==> config.mk <==
export PLATFORM = sky130hd
export DESIGN_NAME = mem_arbiter_nch
export DESIGN_NICKNAME = d
export VERILOG_FILES = /design/src/rtl/mem_arbiter_nch.sv
export SDC_FILE = /design/constraint.sdc
export NUM_CORES = 1
export LEC_CHECK = 0
export ABC_AREA = 1
export CORE_MARGIN = 1.5
export CORE_UTILIZATION = 50
export CTS_BUF_LIST = sky130_fd_sc_hd__clkbuf_8
export DETAILED_ROUTE_END_ITERATION = 10
export GPL_TIMING_DRIVEN = 0
export HOLD_SLACK_MARGIN = 0.06
export PLACE_DENSITY = 0.8
export RECOVER_POWER = 100
export SETUP_SLACK_MARGIN = 0.15
export SLEW_MARGIN = 25
export SYNTH_ARGS = -nofsm -noshare
export SYNTH_HDL_FRONTEND = slang
export SYNTH_SLANG_ARGS = --single-unit
==> constraint.sdc <==
create_clock -name clk_in -period 3.7 [get_ports clk_in]
set_input_delay 0.555 -clock clk_in [delete_from_list [all_inputs] [get_ports clk_in]]
set_output_delay 0.555 -clock clk_in [all_outputs]
set_load 0.005 [all_outputs]
==> src/rtl/mem_arbiter_nch.sv <==
// mem_arbiter_nch: round-robin byte-serial memory arbiter
// NCH request channels onto one 8-bit RAM/IO bus
module mem_arbiter_nch #(
  parameter int NCH = 2,
  parameter logic [NCH-1:0] FLUSH_MASK = {NCH{1'b1}}
) (
  input  logic              clk_in,
  input  logic              rst_in,
  input  logic              rdy_in,
  input  logic              clr_in,
  input  logic              io_buffer_full,
  input  logic [7:0]        mem_din,
  output logic [7:0]        mem_dout,
  output logic [31:0]       mem_a,
  output logic              mem_wr,
  input  logic [NCH-1:0]    req_valid,
  input  logic [NCH-1:0]    req_wr,
  input  logic [2*NCH-1:0]  req_len,
  input  logic [32*NCH-1:0] req_addr,
  input  logic [32*NCH-1:0] req_data,
  output logic [NCH-1:0]    req_ready,
  output logic [NCH-1:0]    rsp_valid,
  output logic [31:0]       rsp_data,
  output logic              busy
);

  localparam int CW = (NCH > 1) ? $clog2(NCH) : 1;

  typedef enum logic [1:0] {
    IDLE,
    XFER,
    LAST
  } state_t;

  state_t        state;
  logic [CW-1:0] rr_ptr;
  logic [CW-1:0] ch;
  logic [CW-1:0] gnt_ch;
  logic [CW-1:0] cand;
  logic          found;
  logic [NCH-1:0] blk;
  logic [NCH-1:0] gnt;

  logic [31:0] addr;
  logic [31:0] dat;
  logic [31:0] rbuf;
  logic [31:0] rbuf_nxt;
  logic [31:0] cur_a;
  logic [31:0] sel_addr;
  logic [31:0] sel_data;
  logic [1:0]  sel_len;
  logic [1:0]  sel_last;
  logic        sel_wr;
  logic [1:0]  idx;
  logic [1:0]  last;
  logic [1:0]  pidx;
  logic        wr;
  logic        pend;
  logic        io_stall;
  logic        abort;

  // reads on masked channels may not start while a flush is pending
  assign blk = {NCH{clr_in}} & FLUSH_MASK & ~req_wr;

  // round-robin search starting just after the last granted channel
  always_comb begin
    gnt    = '0;
    gnt_ch = '0;
    cand   = '0;
    found  = 1'b0;
    for (int i = 1; i <= NCH; i++) begin
      cand = CW'((int'(rr_ptr) + i) % NCH);
      if (!found && req_valid[cand] && !blk[cand]) begin
        found  = 1'b1;
        gnt_ch = cand;
      end
    end
    if (found && state == IDLE && rdy_in && rst_in)
      gnt[gnt_ch] = 1'b1;
  end

  assign req_ready = gnt;

  // mux out the request fields of the winning channel
  always_comb begin
    sel_addr = '0;
    sel_data = '0;
    sel_len  = '0;
    sel_wr   = 1'b0;
    for (int c = 0; c < NCH; c++) begin
      if (gnt_ch == CW'(c)) begin
        sel_addr = req_addr[32*c +: 32];
        sel_data = req_data[32*c +: 32];
        sel_len  = req_len[2*c +: 2];
        sel_wr   = req_wr[c];
      end
    end
  end

  assign sel_last = (sel_len == 2'd0) ? 2'd0 :
                    (sel_len == 2'd1) ? 2'd1 : 2'd3;

  assign cur_a    = addr + {30'd0, idx};
  assign io_stall = io_buffer_full && (cur_a[17:16] == 2'b11);
  assign abort    = clr_in && !wr && FLUSH_MASK[ch];

  assign busy     = (state != IDLE);
  assign mem_a    = (state == XFER) ? cur_a : '0;
  assign mem_wr   = (state == XFER) && wr && rdy_in && !io_stall;
  assign mem_dout = (state == XFER && wr) ?
                    dat[{idx, 3'b000} +: 8] : '0;

  // merge the byte answering last cycle's read address
  always_comb begin
    rbuf_nxt = rbuf;
    if (pend)
      rbuf_nxt[{pidx, 3'b000} +: 8] = mem_din;
  end

  // transfer FSM: grant, byte sequencing, completion pulse
  always_ff @(posedge clk_in or negedge rst_in) begin
    if (!rst_in) begin
      state     <= IDLE;
      rr_ptr    <= CW'(NCH - 1);
      ch        <= '0;
      addr      <= '0;
      dat       <= '0;
      wr        <= 1'b0;
      idx       <= '0;
      last      <= '0;
      pend      <= 1'b0;
      pidx      <= '0;
      rbuf      <= '0;
      rsp_valid <= '0;
      rsp_data  <= '0;
    end else begin
      rsp_valid <= '0;
      pend      <= 1'b0;
      if (pend)
        rbuf <= rbuf_nxt;
      unique case (state)
        IDLE: begin
          if (|gnt) begin
            addr   <= sel_addr;
            dat    <= sel_data;
            wr     <= sel_wr;
            last   <= sel_last;
            ch     <= gnt_ch;
            rr_ptr <= gnt_ch;
            idx    <= '0;
            rbuf   <= '0;
            state  <= XFER;
          end
        end
        XFER: begin
          if (abort) begin
            state <= IDLE;
          end else if (rdy_in) begin
            if (wr) begin
              if (!io_stall) begin
                if (idx == last) begin
                  state         <= IDLE;
                  rsp_valid[ch] <= 1'b1;
                  rsp_data      <= '0;
                end else begin
                  idx <= idx + 2'd1;
                end
              end
            end else begin
              pend <= 1'b1;
              pidx <= idx;
              if (idx == last)
                state <= LAST;
              else
                idx <= idx + 2'd1;
            end
          end
        end
        LAST: begin
          if (abort) begin
            state <= IDLE;
          end else if (rdy_in) begin
            state         <= IDLE;
            rsp_valid[ch] <= 1'b1;
            rsp_data      <= rbuf_nxt;
          end
        end
        default: state <= IDLE;
      endcase
    end
  end

endmodule

==> flow_metrics.env, run 1 <==
export IMPL_status="finished, violations left"
export IMPL_violations="capacitance limit, slew limit"
export IMPL_cts_buffers=17
export IMPL_syn_inst=1035
export IMPL_clk_pin_slew_ps=70
export IMPL_p_sw_mw=2.53
export IMPL_synth_most_common_cell="nand2_1"
export IMPL_top_layer="met4"
export IMPL_ys_seq_elements=142
export IMPL_vias=7761
export IMPL_rr_worst_depth=16
export IMPL_die_y_microns=128
export IMPL_cts_tree="done"
export IMPL_diodes=0
export IMPL_viasPerCell=5.21
export IMPL_overflow=0
export IMPL_ys_seq_area_share_pct=45.7
export IMPL_path_cells="dlygate4sd3_1 > inv_1 > o21ai_0 > nand2_1 > nand4_1 > nor2_2 > clkbuf_2 > clkdlybuf4s50_1"
export IMPL_p_leak_nw=5.12
export IMPL_cts_buffer_depth=2
export IMPL_drt_total_wl_mm=23.0
export IMPL_critPathMaxStageDelay_ps=610
export IMPL_antenna_found_initial=0
export IMPL_synthDistinctLibCells=40
export IMPL_period_needed_ps=3520
export IMPL_yosys_area_top_type="dfrtp_1"
export IMPL_finalWeightedCongestion=0.926
export IMPL_setup_tns_final_ps=0
export IMPL_grt_pass1_vias=7717
export IMPL_hold_class="input pin to asynchronous set/reset pin"
export IMPL_hpwl_mm=17.3
export IMPL_dr_pass1_iters=5
export IMPL_clockRootBuffer="clkbuf_8"
export IMPL_reg2reg_slack_ps=330
export IMPL_syn_num_nets=1195
export IMPL_cts_sinks=142
export IMPL_crit_required_ps=3140
export IMPL_wl_met3_mm=1.62
export IMPL_rsz0062_at_grt="false"
export IMPL_swShare_pct=40.6
export IMPL_power_density_nw_per_um2=590
export IMPL_synthArstFlopShare_pct=100
export IMPL_cp_num_buf_inv=4
export IMPL_cp_data_arrival_time_ps=2960
export IMPL_max_slew_margin_pct=-74.6
export IMPL_crit_path_start_kind="input pin"
export IMPL_wl_met1_mm=9.70
export IMPL_tightest_slew_ps=2620
export IMPL_end_kind="output port"
export IMPL_clock_power_share_pct=18.1
export IMPL_drive_gt1_share_pct=8.45
export IMPL_track_usage_pct=29.5
export IMPL_path_delay_family="buffers and inverters"
export IMPL_pwr_share_seq_pct=39.0
export IMPL_synth_top_area_share_pct=45.4
export IMPL_drt_iter0_markers=676
export IMPL_syn_area_per_cell_sq_um=7.51
export IMPL_clock_latency_ps=460
export IMPL_drc=0
export IMPL_areaGrowthSynthToFinish_pct=36.1
export IMPL_skew_ps=13.4
export IMPL_die_w_microns=128
export IMPL_setup_viol=0
export IMPL_start_util_pct=51.2
export IMPL_reg2reg_to="rsp_data[1]$_DFFE_PN0P_"
export IMPL_die_area_sq_um=16300
export IMPL_final_max_slew_viol_count=98
export IMPL_grt_max_degree=51
export IMPL_syn_area_sq_um=7780
export IMPL_h_tree_depth=4
export IMPL_p_total_mw=6.25
export IMPL_grt_pass1_wl_mm=37.4
export IMPL_ir_worst_vdd_mv=0.311
export IMPL_fin_crit_sh_pct=95.1
export IMPL_fmax_ghz=0.284
export IMPL_wire_per_inst_microns=15.5
export IMPL_intPower_mw=3.71
export IMPL_core_sq_um=15200
export IMPL_fin_hold_ws_ps=359
export IMPL_fin_nets=1450
export IMPL_row_count=45
export IMPL_ant_nets=0
export IMPL_io_pins=227
export IMPL_slowest_stage="dlygate4sd3_1"
export IMPL_hold_viol=0
export IMPL_port_buffers=226
export IMPL_crit_path_max_fanout=10
export IMPL_drv_cap=2
export IMPL_synth_area_leaders="dfrtp_1 45%, nand2_1 18%, nand3_1 4.7%"
export IMPL_synth_flop_cell="dfrtp_1"
export IMPL_path_class="input pin to output port"
export IMPL_route_met2_wl_mm=10.8
export IMPL_ys_warn_count=0
export IMPL_synth_edf_count=0
export IMPL_ys_top_cells_by_count="378 x nand2_1, 141 x dfrtp_1, 86 x inv_1"
export IMPL_pwr_share_comb_pct=42.9
export IMPL_rr_startpoint="idx[0]$_DFFE_PN0P_"
per-layer routing:
layer / global-route usage, % / up-vias
li1: - / 3795
met1: 37.2 / 3562
met2: 48.8 / 342
met3: 6.68 / 62
met4: 12.7 / 0
met5: 0 / -
worst register-to-register path: stages, from the launching register on:
cell and delay, ps:
dfrtp_1 430, ha_1 250, fa_2 340, nand2_1 150, nor2_4 70, nand2_4 100
nor2_4 50, buf_4 140, nand2_2 50, nand2_2 60, nor2_1 200, nand2_2 80
nand2_1 120, nand2_4 50, nand2_1 320, clkbuf_1 610, o21ai_0 190
per-stage QoR:
step,setup slack [ps],cells,util (%),area (sq um)
finish,182,1490,69.6,10600
global route,80.6,1490,69.6,10600
CTS,146,1489,71.0,10800
detailed placement,-252,1450,67.8,10300
global placement,-5560,1449,67.6,10300
floorplan,1380,1035,-,7780
cells in the final DEF (no fill, tap or decap), types with 25 or more instances in the layout:
| cell | Yosys | layout |
|---|---|---|
| inv_1 | 86 | 90 |
| dlygate4sd3_1 | 0 | 67 |
| nand2_1 | 378 | 380 |
| nor2_1 | 73 | 71 |
| nand3_1 | 73 | 72 |
| clkdlybuf4s50_1 | 0 | 154 |
| nand2_2 | 36 | 35 |
| clkbuf_1 | 24 | 43 |
| o21ai_0 | 69 | 93 |
| a21oi_1 | 25 | 25 |
| dfrtp_1 | 141 | 140 |
power groups by stage:
| stage | registers [mW] | logic, mW | clock network, mW |
|---|---|---|---|
| finish | 2.43 | 2.68 | 1.13 |
| global route | 2.49 | 3.02 | 1.20 |
| CTS | 2.43 | 2.84 | 1.14 |
| detailed placement | 2.46 | 2.79 | 0 |
| global placement | 2.45 | 2.74 | 0 |
| floorplan | 2.34 | 1.70 | 0 |
kinds of logic (layout without fill, tap and decap cells):
family / Yosys count / in the layout / synth area share (%)
and+or+nand+nor: 593 / 593 / 32.6
AOI/OAI and AO/OA: 147 / 147 / 11.6
DFF: 142 / 142 / 45.7
buffers and inverters: 137 / 404 / 7.59
adders and majority gates: 11 / 11 / 1.87
xor gates and xnor gates: 4 / 4 / 0.451
muxes: 1 / 1 / 0.129
registers in the layout, indices dropped and copies added, names as in the netlist:
| name | flops |
|---|---|
| pend | 1 |
| rsp_data | 32 |
| state | 2 |
| ch | 1 |
| last | 2 |
| pidx | 2 |
| rr_ptr | 1 |
| rsp_valid | 2 |
| addr | 32 |
| dat | 32 |
| rbuf | 32 |
| idx | 2 |
| wr | 1 |
worst max path at each step:
| stage | cells after the start | from | endpoint |
|---|---|---|---|
| 6_report | 8 | clr_in | req_ready[1] |
| 5_1_grt | 7 | state[1]$_DFFE_PN0P_ | mem_a[6] |
| 4_1_cts | 8 | clr_in | req_ready[1] |
| 3_5_place_dp | 6 | rst_in | req_ready[1] |
| 3_3_place_gp | 5 | rst_in | req_ready[1] |
| 2_1_floorplan | 11 | idx[1]$_DFFE_PN0P_ | mem_a[29] |
cell type report:
class | count | area, sq um
Fill cell | 1272 | 4620
Multi-Input combinational cell | 756 | 3570
Sequential cell | 142 | 3560
Timing Repair Buffer | 237 | 2350
Inverter | 91 | 342
Clock buffer | 18 | 248
Tap cell | 188 | 235
Buffer | 45 | 183
Clock inverter | 13 | 104
timing repair:
item,in CTS,in global routing
gates resized for setup,8,11
gates cloned,1,0
pin swaps,7,6
endpoints found under the setup margin,5,12
setup buffers,7,1
hold buffers,1,0
hold endpoints to repair,50,0
No activity file was read; power rests on OpenSTA's default activity.
==> run 2: changes to the inputs <==
Settings changed: SLEW_MARGIN 25 to 20.
==> results of run 2 <==
The final DEF is identical to that of run 1; final timing and power are the same.
==> run 3: changes to the inputs <==
Settings changed: CAP_MARGIN set to 20, CORE_MARGIN 1.5 to unset, DONT_BUFFER_PORTS set to 1, PLACE_DENSITY 0.8 to 0.61.
==> flow_metrics.env, run 3 (synthesis results as in run 1) <==
export IMPL_clock_power_share_pct=23.3
export IMPL_row_count=45
export IMPL_final_max_slew_viol_count=0
export IMPL_max_slew_margin_pct=58.6
export IMPL_diodes=0
export IMPL_crit_required_ps=3140
export IMPL_intPower_mw=3.47
export IMPL_fin_hold_ws_ps=-220
export IMPL_setup_viol=0
export IMPL_critPathMaxStageDelay_ps=440
export IMPL_wire_per_inst_microns=16.3
export IMPL_path_cells="ha_1 > nand3_1 > nand2_1 > nand3_1 > nor2_1 > nand2_1 > nor3_2 > nand2_1 > nor2_1 > a21oi_1 > nor2_1"
export IMPL_pwr_share_comb_pct=35.5
export IMPL_cp_num_buf_inv=0
export IMPL_tightest_slew_ps=615
export IMPL_cts_sinks=142
export IMPL_path_delay_family="simple AND/OR/NAND/NOR gates"
export IMPL_fin_area_sq_um=8300
export IMPL_final_common_cell="nand2_1"
export IMPL_grt_pass1_vias=6297
export IMPL_fmax_ghz=0.303
export IMPL_fin_ws_ps=402
export IMPL_setup_tns_final_ps=0
export IMPL_crit_path_start_kind="flip-flop"
export IMPL_cts_buffer_depth=2
export IMPL_violations="hold timing"
export IMPL_p_sw_mw=2.44
export IMPL_die_w_microns=127
export IMPL_track_usage_pct=26.6
export IMPL_pre_cts_slack_ps=860
export IMPL_start_util_pct=51.2
export IMPL_dr_pass1_iters=7
export IMPL_reg2reg_slack_ps=850
export IMPL_drt_total_wl_mm=20.5
export IMPL_period_needed_ps=3300
export IMPL_p_total_mw=5.91
export IMPL_placed_area_sq_um=8010
export IMPL_skew_ps=15.5
export IMPL_grt_pass1_wl_mm=33.0
export IMPL_core_sq_um=15200
export IMPL_fin_crit_sh_pct=89.1
export IMPL_pwr_share_seq_pct=41.2
export IMPL_viasPerCell=5.32
export IMPL_final_core_util_pct=54.6
export IMPL_port_buffers=0
export IMPL_hold_viol=141
export IMPL_reg2reg_to="dat[8]$_DFFE_PN0P_"
export IMPL_cts_buffers=17
export IMPL_clk_pin_slew_ps=100
export IMPL_grt_max_degree=144
export IMPL_antenna_found_initial=0
export IMPL_die_area_sq_um=16100
export IMPL_drive_gt1_share_pct=9.09
export IMPL_swShare_pct=41.3
export IMPL_power_density_nw_per_um2=712
export IMPL_fin_nets=1214
export IMPL_cp_data_arrival_time_ps=2740
export IMPL_rr_worst_depth=10
export IMPL_drc=0
export IMPL_postCtsSetupRepairBufs=0
export IMPL_p_leak_nw=4.04
export IMPL_status="finished, violations left"
export IMPL_rr_startpoint="state[0]$_DFFE_PN0P_"
export IMPL_instances_no_fill=1255
export IMPL_slowest_stage="dfrtp_1"
export IMPL_ant_nets=0
export IMPL_cts_resized=0
export IMPL_crit_path_max_fanout=4
export IMPL_path_class="flip-flop to output port"
export IMPL_overflow=0
export IMPL_hold_class="input pin to asynchronous set/reset pin"
export IMPL_dp_cells=1223
export IMPL_vias=6674
export IMPL_clock_latency_ps=470
export IMPL_clockRootBuffer="clkbuf_8"
export IMPL_die_y_microns=127
export IMPL_finalWeightedCongestion=0.918
export IMPL_rsz0062_at_grt="false"
export IMPL_drt_iter0_markers=372
export IMPL_ir_worst_vdd_mv=0.281
export IMPL_drv_cap=0
export IMPL_end_kind="output port"
export IMPL_mostFrequentLayoutCells="380 x nand2_1, 141 x dfrtp_1, 101 x o21ai_0"
export IMPL_io_pins=227
export IMPL_hpwl_mm=15.4
export IMPL_cts_tree="done"
export IMPL_areaGrowthSynthToFinish_pct=6.72
export IMPL_h_tree_depth=4
==> run 3: cell types whose count changed in the layout (fill, tap and decap cells not counted), moves of 5 or more <==
cell	previous run	this run
clkdlybuf4s50_1	154	0
dlygate4sd3_1	67	0
clkbuf_1	43	31
o21ai_0	93	101
o21ai_2	9	1
buf_4	7	0
buf_2	4	9
inv_6	0	5
==> run 3: layer usage <==
| layer | routed length (microns) | vias to the layer above | global-route usage, % |
|---|---|---|---|
| li1 | - | 3332 | - |
| met1 | 8970 | 3100 | 34.4 |
| met2 | 9670 | 203 | 43.1 |
| met3 | 1250 | 39 | 6.20 |
| met4 | 584 | 0 | 10.6 |
| met5 | 0 | - | 0 |
==> run 3: area by class of cell <==
cell class | instances | area, sq um
Tap cell | 188 | 235
Clock inverter | 15 | 200
Clock buffer | 17 | 234
Fill cell | 1533 | 6900
Sequential cell | 142 | 3550
Inverter | 91 | 342
Multi-Input combinational cell | 756 | 3490
Buffer | 46 | 240
==> run 3: worst max-delay path by stage <==
stage,start,endpoint,slack (ps),cells after the start
after floorplan,idx[1]$_DFFE_PN0P_,mem_a[29],1380,11
after global placement,pidx[0]$_DFFE_PN0P_,rsp_data[23]$_DFFE_PN0P_,890,9
after detailed placement,pidx[0]$_DFFE_PN0P_,rsp_data[23]$_DFFE_PN0P_,860,9
after CTS,state[0]$_DFFE_PN0P_,req_ready[1],490,5
after global routing,idx[1]$_DFFE_PN0P_,mem_a[29],150,11
final,idx[1]$_DFFE_PN0P_,mem_a[29],400,11
==> run 3: power groups by stage <==
stage,sequential (mW),combinational [mW],clock [mW]
floorplan,2.34,1.70,0
global placement,2.46,2.14,0
detailed placement,2.45,2.16,0
CTS,2.43,2.17,1.40
global route,2.50,2.43,1.47
finish,2.43,2.10,1.38
